--- src/rtl/master_seq_pkg.sv ---
// Shared types and helpers for the descriptor-driven bus master: FSM states,
// descriptor bit offsets and a saturating counter increment.
package master_seq_pkg;

  typedef enum logic [2:0] {
    S_IDLE,
    S_FETCH,
    S_LOAD,
    S_REQ,
    S_RELEASE,
    S_DONE
  } state_e;

  localparam logic CMD_READ  = 1'b0;
  localparam logic CMD_WRITE = 1'b1;

  // Descriptor layout, LSB first: addr, data, cmd, chk.
  function automatic int desc_data_lsb(int aw);
    return aw;
  endfunction

  function automatic int desc_cmd_bit(int aw, int dw);
    return aw + dw;
  endfunction

  function automatic int desc_chk_bit(int aw, int dw);
    return aw + dw + 1;
  endfunction

  function automatic int desc_width(int aw, int dw);
    return aw + dw + 2;
  endfunction

  localparam int SAT_W = 32;

  // Increment a w-bit counter (w <= SAT_W) held in the low bits, sticking at all ones.
  function automatic logic [SAT_W-1:0] sat_inc(logic [SAT_W-1:0] v, int w);
    logic [SAT_W:0] max_v;
    max_v = (33'd1 << w) - 33'd1;
    return ({1'b0, v} >= max_v) ? v : v + 1'b1;
  endfunction

endpackage

--- src/rtl/master_seq_if.sv ---
// Request/acknowledge bus between the sequencing master and its slave; the master
// holds req until ack, then waits for ack low before the next request.
interface master_seq_if #(
  parameter int ADDR_WIDTH = 32,
  parameter int DATA_WIDTH = 32
) ();

  logic                  req;
  logic                  cmd;
  logic [ADDR_WIDTH-1:0] addr;
  logic [DATA_WIDTH-1:0] wdata;
  logic                  ack;
  logic [DATA_WIDTH-1:0] rdata;

  modport master (
    output req, cmd, addr, wdata,
    input  ack, rdata
  );

  modport slave (
    input  req, cmd, addr, wdata,
    output ack, rdata
  );

endinterface

--- src/rtl/master_seq_timeout.sv ---
// Ack-wait watchdog: loads MAX, counts down while enabled; expired is combinational
// and rises in the MAX-th enabled cycle after load. MAX = 0 never expires.
module master_seq_timeout #(
  parameter int MAX = 1024
) (
  input  logic clk,
  input  logic rst,
  input  logic load,
  input  logic en,
  output logic expired
);

  localparam int CW = (MAX < 2) ? 1 : $clog2(MAX + 1);

  logic [CW-1:0] cnt_q;
  logic [CW-1:0] cnt_d;

  always_comb begin
    cnt_d = cnt_q;
    if (load) begin
      cnt_d = CW'(MAX);
    end else if (en && (cnt_q != '0)) begin
      cnt_d = cnt_q - 1'b1;
    end
  end

  always_ff @(posedge clk) begin
    if (rst) begin
      cnt_q <= '0;
    end else begin
      cnt_q <= cnt_d;
    end
  end

  assign expired = (MAX != 0) && en && (cnt_q == CW'(1));

endmodule

--- src/rtl/master_seq.sv ---
// Descriptor-driven bus master: fetches ROM[CMD_START..CMD_STOP] and issues each entry
// as a 4-phase req/ack transfer (ROM_LATENCY+3 cycles minimum); stalls on slave ack.
module master_seq
  import master_seq_pkg::*;
#(
  parameter int DATA_WIDTH  = 32,
  parameter int ADDR_WIDTH  = 32,
  parameter int ROM_AW      = 8,
  parameter int CMD_START   = 0,
  parameter int CMD_STOP    = 1,
  parameter int ROM_LATENCY = 1,
  parameter int AUTO_START  = 1,
  parameter int TIMEOUT     = 1024,
  parameter int CNT_W       = 16
) (
  input  logic                                          clk,
  input  logic                                          rst,
  input  logic                                          start,
  input  logic                                          loop_en,
  output logic [ROM_AW-1:0]                             rom_addr,
  input  logic [desc_width(ADDR_WIDTH, DATA_WIDTH)-1:0] rom_data,
  master_seq_if.master                                  bus,
  output logic                                          busy,
  output logic                                          done,
  output logic                                          timeout,
  output logic [CNT_W-1:0]                              txn_cnt,
  output logic [CNT_W-1:0]                              err_cnt,
  output logic [DATA_WIDTH-1:0]                         last_rdata
);

  localparam int DATA_LSB = desc_data_lsb(ADDR_WIDTH);
  localparam int CMD_BIT  = desc_cmd_bit(ADDR_WIDTH, DATA_WIDTH);
  localparam int CHK_BIT  = desc_chk_bit(ADDR_WIDTH, DATA_WIDTH);
  localparam int LAT_W    = (ROM_LATENCY < 2) ? 1 : $clog2(ROM_LATENCY);

  localparam logic [ROM_AW-1:0] START_A = ROM_AW'(CMD_START);
  localparam logic [ROM_AW-1:0] STOP_A  = ROM_AW'(CMD_STOP);
  localparam logic [LAT_W-1:0]  LAT_END = LAT_W'(ROM_LATENCY - 1);

  if (CMD_STOP < CMD_START) begin : g_bad_range
    $error("master_seq: CMD_STOP must be >= CMD_START");
  end
  if (ROM_LATENCY < 1) begin : g_bad_latency
    $error("master_seq: ROM_LATENCY must be >= 1");
  end
  if (CNT_W > SAT_W || CNT_W < 1) begin : g_bad_cnt_w
    $error("master_seq: CNT_W must be in 1..32");
  end

  typedef struct packed {
    logic                  chk;
    logic                  cmd;
    logic [DATA_WIDTH-1:0] data;
    logic [ADDR_WIDTH-1:0] addr;
  } desc_t;

  desc_t desc;

  always_comb begin
    desc.addr = rom_data[ADDR_WIDTH-1:0];
    desc.data = rom_data[DATA_LSB +: DATA_WIDTH];
    desc.cmd  = rom_data[CMD_BIT];
    desc.chk  = rom_data[CHK_BIT];
  end

  state_e                state_q,    state_d;
  logic [LAT_W-1:0]      lat_q,      lat_d;
  logic [ROM_AW-1:0]     rom_addr_q, rom_addr_d;
  logic                  req_q,      req_d;
  logic                  cmd_q,      cmd_d;
  logic [ADDR_WIDTH-1:0] addr_q,     addr_d;
  logic [DATA_WIDTH-1:0] wdata_q,    wdata_d;
  logic [DATA_WIDTH-1:0] exp_q,      exp_d;
  logic                  chk_q,      chk_d;
  logic                  busy_q,     busy_d;
  logic                  done_q,     done_d;
  logic                  timeout_q,  timeout_d;
  logic [CNT_W-1:0]      txn_q,      txn_d;
  logic [CNT_W-1:0]      err_q,      err_d;
  logic [DATA_WIDTH-1:0] last_q,     last_d;
  logic                  auto_q,     auto_d;
  logic                  expired;

  master_seq_timeout #(
    .MAX (TIMEOUT)
  ) u_timeout (
    .clk     (clk),
    .rst     (rst),
    .load    (state_q == S_LOAD),
    .en      (state_q == S_REQ),
    .expired (expired)
  );

  always_comb begin
    state_d    = state_q;
    lat_d      = lat_q;
    rom_addr_d = rom_addr_q;
    req_d      = req_q;
    cmd_d      = cmd_q;
    addr_d     = addr_q;
    wdata_d    = wdata_q;
    exp_d      = exp_q;
    chk_d      = chk_q;
    busy_d     = busy_q;
    done_d     = done_q;
    timeout_d  = timeout_q;
    txn_d      = txn_q;
    err_d      = err_q;
    last_d     = last_q;
    auto_d     = auto_q;

    unique case (state_q)
      S_IDLE: begin
        if (start || auto_q) begin
          auto_d     = 1'b0;
          rom_addr_d = START_A;
          lat_d      = '0;
          done_d     = 1'b0;
          timeout_d  = 1'b0;
          txn_d      = '0;
          err_d      = '0;
          busy_d     = 1'b1;
          state_d    = S_FETCH;
        end
      end
      S_FETCH: begin
        if (lat_q == LAT_END) begin
          state_d = S_LOAD;
        end else begin
          lat_d = lat_q + 1'b1;
        end
      end
      S_LOAD: begin
        cmd_d   = desc.cmd;
        addr_d  = desc.addr;
        wdata_d = desc.data;
        exp_d   = desc.data;
        chk_d   = desc.chk;
        req_d   = 1'b1;
        state_d = S_REQ;
      end
      S_REQ: begin
        // An ack arriving in the expiry cycle still completes the transfer.
        if (bus.ack) begin
          req_d = 1'b0;
          txn_d = CNT_W'(sat_inc(SAT_W'(txn_q), CNT_W));
          if (cmd_q == CMD_READ) begin
            last_d = bus.rdata;
            if (chk_q && (bus.rdata != exp_q)) begin
              err_d = CNT_W'(sat_inc(SAT_W'(err_q), CNT_W));
            end
          end
          state_d = S_RELEASE;
        end else if (expired) begin
          req_d     = 1'b0;
          timeout_d = 1'b1;
          state_d   = S_DONE;
        end
      end
      S_RELEASE: begin
        if (!bus.ack) begin
          lat_d = '0;
          if (rom_addr_q != STOP_A) begin
            rom_addr_d = rom_addr_q + 1'b1;
            state_d    = S_FETCH;
          end else if (loop_en) begin
            rom_addr_d = START_A;
            state_d    = S_FETCH;
          end else begin
            state_d = S_DONE;
          end
        end
      end
      S_DONE: begin
        busy_d  = 1'b0;
        done_d  = 1'b1;
        state_d = S_IDLE;
      end
      default: begin
        state_d = S_IDLE;
      end
    endcase
  end

  always_ff @(posedge clk) begin
    if (rst) begin
      state_q    <= S_IDLE;
      lat_q      <= '0;
      rom_addr_q <= START_A;
      req_q      <= 1'b0;
      cmd_q      <= 1'b0;
      addr_q     <= '0;
      wdata_q    <= '0;
      exp_q      <= '0;
      chk_q      <= 1'b0;
      busy_q     <= 1'b0;
      done_q     <= 1'b0;
      timeout_q  <= 1'b0;
      txn_q      <= '0;
      err_q      <= '0;
      last_q     <= '0;
      auto_q     <= (AUTO_START != 0);
    end else begin
      state_q    <= state_d;
      lat_q      <= lat_d;
      rom_addr_q <= rom_addr_d;
      req_q      <= req_d;
      cmd_q      <= cmd_d;
      addr_q     <= addr_d;
      wdata_q    <= wdata_d;
      exp_q      <= exp_d;
      chk_q      <= chk_d;
      busy_q     <= busy_d;
      done_q     <= done_d;
      timeout_q  <= timeout_d;
      txn_q      <= txn_d;
      err_q      <= err_d;
      last_q     <= last_d;
      auto_q     <= auto_d;
    end
  end

  assign rom_addr   = rom_addr_q;
  assign bus.req    = req_q;
  assign bus.cmd    = cmd_q;
  assign bus.addr   = addr_q;
  assign bus.wdata  = wdata_q;
  assign busy       = busy_q;
  assign done       = done_q;
  assign timeout    = timeout_q;
  assign txn_cnt    = txn_q;
  assign err_cnt    = err_q;
  assign last_rdata = last_q;

endmodule

--- src/flat_wrapper.sv ---
// flat-port wrapper written by rule: the top's interface ports become plain ports
module master_seq_flat import master_seq_pkg::*;
#(
  parameter int DATA_WIDTH  = 32,
  parameter int ADDR_WIDTH  = 32,
  parameter int ROM_AW      = 8,
  parameter int CMD_START   = 0,
  parameter int CMD_STOP    = 1,
  parameter int ROM_LATENCY = 1,
  parameter int AUTO_START  = 1,
  parameter int TIMEOUT     = 1024,
  parameter int CNT_W       = 16
)
  (clk, rst, start, loop_en, rom_addr, rom_data, busy, done, timeout, txn_cnt, err_cnt, last_rdata, bus_req, bus_cmd, bus_addr, bus_wdata, bus_ack, bus_rdata);
  master_seq_if #(.ADDR_WIDTH(ADDR_WIDTH), .DATA_WIDTH(DATA_WIDTH)) bus_i ();
  input  logic clk;
  input  logic rst;
  input  logic start;
  input  logic loop_en;
  output logic [ROM_AW-1:0] rom_addr;
  input  logic [desc_width(ADDR_WIDTH, DATA_WIDTH)-1:0] rom_data;
  output logic busy;
  output logic done;
  output logic timeout;
  output logic [CNT_W-1:0] txn_cnt;
  output logic [CNT_W-1:0] err_cnt;
  output logic [DATA_WIDTH-1:0] last_rdata;
  output wire logic [$bits(bus_i.req)-1:0] bus_req;
  output wire logic [$bits(bus_i.cmd)-1:0] bus_cmd;
  output wire logic [$bits(bus_i.addr)-1:0] bus_addr;
  output wire logic [$bits(bus_i.wdata)-1:0] bus_wdata;
  input wire logic [$bits(bus_i.ack)-1:0] bus_ack;
  input wire logic [$bits(bus_i.rdata)-1:0] bus_rdata;
  assign bus_req = bus_i.req;
  assign bus_cmd = bus_i.cmd;
  assign bus_addr = bus_i.addr;
  assign bus_wdata = bus_i.wdata;
  assign bus_i.ack = bus_ack;
  assign bus_i.rdata = bus_rdata;
  master_seq #(.DATA_WIDTH(DATA_WIDTH), .ADDR_WIDTH(ADDR_WIDTH), .ROM_AW(ROM_AW), .CMD_START(CMD_START), .CMD_STOP(CMD_STOP), .ROM_LATENCY(ROM_LATENCY), .AUTO_START(AUTO_START), .TIMEOUT(TIMEOUT), .CNT_W(CNT_W)) u_core (.clk(clk), .rst(rst), .start(start), .loop_en(loop_en), .rom_addr(rom_addr), .rom_data(rom_data), .bus(bus_i), .busy(busy), .done(done), .timeout(timeout), .txn_cnt(txn_cnt), .err_cnt(err_cnt), .last_rdata(last_rdata));
endmodule
--- config.mk ---
export PLATFORM = sky130hd
export DESIGN_NAME = master_seq_flat
export DESIGN_NICKNAME = d
export VERILOG_FILES = /design/src/rtl/master_seq_pkg.sv /design/src/rtl/master_seq_if.sv /design/src/rtl/master_seq_timeout.sv /design/src/rtl/master_seq.sv /design/src/flat_wrapper.sv
export SDC_FILE = /design/constraint.sdc
export NUM_CORES = 1
export LEC_CHECK = 0
export CORE_ASPECT_RATIO = 0.7
export CORE_MARGIN = 2
export CORE_UTILIZATION = 40
export DETAILED_ROUTE_END_ITERATION = 10
export PLACE_DENSITY = 0.72
export SETUP_SLACK_MARGIN = 0.3
export SYNTH_ARGS = -nofsm -noshare
export SYNTH_HDL_FRONTEND = slang
export SYNTH_SLANG_ARGS = --single-unit
--- constraint.sdc ---
create_clock -name clk -period 5.1 [get_ports clk]
set_input_delay 1.275 -clock clk [delete_from_list [all_inputs] [get_ports clk]]
set_output_delay 1.275 -clock clk [all_outputs]
set_load 0.01 [all_outputs]
==> run_results.csv <==
group,metric,value,unit
outcome,status,"completed",
place,placedCellCount,1264,
setup_path,worst-path-buf-inv,1,
detailed_routing,drt-vias-per-instance,4.967,
die,rows,39,
detailed_routing,drtIter0Drc,358,
setup_path,cp_common_cell,"nor2_1",
timing,min_period,3.335,ns
setup_path,ff2ff_setup_slack,2.65,ns
clocking,cts-buffers-inserted,17,
cells_and_area,drive_gt1_frac,0.05047,
timing,report.final.setup_viol,0,
detailed_routing,wl_per_cell,15.83,um
power,peakVddDrop,0.1973,mV
power,power_density,305.2,nW/um^2
cells_and_area,syn_to_final_growth,47.10,%
synthesis,synth-main-ff-cell,"dfxtp_1",
timing,tns,0,ns
timing,slew_headroom,0.5099,
setup_path,crit_family,"simple AND/OR/NAND/NOR gates",
setup_path,crit_path_start_kind,"input pin",
clocking,clk_latency,0.42,ns
setup_path,path_max_fanout,6,
die,core,16300,sq um
die,die-area,17710,sq um
cells_and_area,fin_cells,1296,
global_routing,gr-total-overflow,0,
global_routing,grt_max_degree,68,
setup_path,cpPeakStageDelay,0.50,ns
die,die_x,158.2,um
timing,drv_slew,0,
clocking,path_clk_slew,0.06,ns
synthesis,ys_warn_count,0,
clocking,clockBufferDepth,2,
detailed_routing,routed_wl,20520,um
synthesis,postSynth.asyncResetShare,0,
synthesis,synth_top_cell_by_area,"dfxtp_1",
die,start_util,0.4085,
synthesis,syn_inst,834,
timing,final-hold-violation-count,0,
synthesis,avgSynthCellArea,7.983,sq um
synthesis,yosysSeqAreaShare,0.4721,
clocking,clock-root-buffer,"clkbuf_16",
setup_path,worst_r2r_endpoint,"u_core.u_timeout.cnt_q[1]$_SDFFE_PP0P_",
cells_and_area,utilization,0.6009,
worst_hold_path,worst_hold_startpoint,"u_core.bus.addr[6]$_SDFFE_PP0P_",
die,ios,244,
clocking,numClockSinks,157,
timing,fmax,299.9,MHz
power,finalPower,2.989,mW
synthesis,synth_area,6658,sq um
place,io_buffer_count,243,
global_routing,antenna_found_initial,0,
clocking,hold_buffers,0,
setup_path,cp_data_arrival_time,3.64,ns
setup_path,required,5.41,ns
power,intPower,2.190,mW
power,seq_power_share,0.445,
detailed_routing,vias,6437,
power,power_frac_comb,0.159,
worst_hold_path,hold_end,"u_core.bus.addr[6]$_SDFFE_PP0P_",
place,place.gp.congestion,0.8537,
detailed_routing,first_pass_iters,5,
power,clkPwrFrac,0.396,
timing,grt_setup_unrepaired,"no",
detailed_routing,drc,0,
worst_hold_path,min_delay_path_depth,2,
clocking,tritoncts,"done",
synthesis,synth_area_leaders,"dfxtp_1 47%, nand2_1 12%, a21oi_1 8.5%, xor2_1 6.1%, nor2_1 3.6%",
power,power_switching,0.7995,mW
power,p_leak,3.448,nW
timing,clock_skew,0.009382,ns
synthesis,ys_ff_latch,157,
synthesis,syn_nets,944,
timing,whs,0.4523,ns
setup_path,r2r_cells,4,
clocking,cts_setup_buffers,0,
clocking,cts_resized,0,
power,p_sw_frac,0.2675,
synthesis,yosysUniqueCellTypes,53,
setup_path,crit_type,"in2reg",
synthesis,synth_top_area_share,0.4721,
timing,fin_crit_sh,0.6538,
run,maxCapViolCount,0,
detailed_routing,drtAntennaViolNets,0,
setup_path,r2r_start,"u_core.state_q[2]$_SDFFE_PP0P_",
global_routing,track_usage,0.2354,
global_routing,grt_pass1_wl,32290,um
clocking,h-tree-depth,4,
cells_and_area,nNetsFinal,1168,
place,dp_hpwl,14690,um
die,die_h,111.9,um
setup_path,cp-end-kind,"flop",
setup_path,crit_chain,"clkdlybuf4s50_1 -> xor2_1 -> nor4_1 -> nand4_1 -> nor2_1 -> nor2_1 -> and3_1 -> a211o_1",
synthesis,synth-edff-count,0,
setup_path,slowest_stage,"nor4_1",
global_routing,grt_pass1_vias,6014,
timing,worst_pin_slew,0.7351,ns
worst_hold_path,hold_class,"reg2reg",
==> worst min-delay path: cells and delay by family (launching register included) <==
kind / cells / cell delay (ns)
flip-flops: 1 / 0.31
AO/OA/AOI/OAI: 1 / 0.05
AND/OR/NAND/NOR: 1 / 0.05
==> registers in the layout (all words and copies together) (netlist names), 3 cells and up <==
| signal | count |
|---|---|
| u_core.bus.wdata | 32 |
| u_core.last_rdata | 32 |
| u_core.u_timeout.cnt_q | 11 |
| u_core.rom_addr | 8 |
| u_core.state_q | 3 |
| u_core.bus.addr | 32 |
| u_core.err_cnt | 16 |
| u_core.txn_cnt | 16 |
==> worst max-delay path by stage <==
stage	from	to	slack, ns	depth (start not counted)
floorplan	bus_ack	u_core.txn_cnt[14]$_SDFFE_PP0P_	2.20	8
global placement	bus_rdata[26]	u_core.err_cnt[6]$_SDFFE_PP0P_	1.33	8
detailed placement	bus_rdata[10]	u_core.err_cnt[6]$_SDFFE_PP0P_	1.38	8
CTS	bus_rdata[10]	u_core.err_cnt[6]$_SDFFE_PP0P_	1.81	8
global route	bus_rdata[26]	u_core.err_cnt[6]$_SDFFE_PP0P_	1.58	8
finish	bus_rdata[10]	u_core.err_cnt[6]$_SDFFE_PP0P_	1.77	8
==> per-stage QoR <==
stage	worst slack, ns	cell area, sq um
after CTS	1.806	9791
after detailed placement	1.382	9249
final	1.765	9793
after floorplan	2.196	6658
after global placement	1.332	9249
after global routing	1.582	9791
==> kinds of logic after synthesis <==
family / synth area share
adder cells (fa/ha/maj): 0.01315
AND/OR/NAND/NOR: 0.2578
AO/OA/AOI/OAI: 0.1372
buffers and inverters: 0.03496
XOR/XNOR: 0.08025
multiplexers: 0.004511
flip-flops: 0.4721
==> layout make-up <==
class                      instances  area [sq um]
antenna                            1         2.502
clock buffer                      19         442.9
inverter                          11         41.29
clock inverter                    12         98.84
sequential                       157          3143
tap                              225         281.5
timing repair buffer             251          2490
multi-input combinational        620          3293
fill                            1515          6505
==> power groups by stage <==
stage	Sequential [mW]	Combinational (mW)	Clock [mW]
floorplan	1.37	0.220	0
global placement	1.35	0.474	0
detailed placement	1.35	0.476	0
CTS	1.33	0.479	1.21
global route	1.34	0.522	1.26
finish	1.33	0.476	1.18
==> placed cells by master (no fill, tap or decap), drive strengths merged, types with 5 or more instances in the layout <==
cell	synthesis	final
buf	11	9
o41ai	5	5
nor2	66	66
xor2	46	46
inv	11	11
and2	6	6
nand2b	6	6
clkbuf	35	19
dfxtp	157	157
nand4	10	10
nand2	220	220
ha	7	7
nor4	12	12
a21oi	114	114
and3	8	8
nand3	17	17
nor3	15	15
o21ai	15	15
clkinv	0	7
xnor2	15	15
clkdlybuf4s50	0	242
or3	7	7
==> synthesized netlist by cell type (5+ instances only) <==
library cell and count:
a21oi_1 113, and2_1 6, and3_1 8, buf_1 6, clkbuf_1 35, dfxtp_1 157, ha_1 7, inv_1 11
nand2_1 220, nand2b_1 6, nand3_1 17, nand4_1 10, nor2_1 64, nor3_1 15, nor4_1 12, o21ai_0 15
o41ai_1 5, or3_1 7, xnor2_1 15, xor2_1 46
==> layer usage <==
metal,track usage,vias to the layer above,routed length [um]
li1,-,3256,-
met1,0.3142,2972,9386
met2,0.3533,195,9054
met3,0.09692,14,1886
met4,0.06066,0,192
met5,0,-,0
Note: power is estimated with default switching activity, not from simulation.
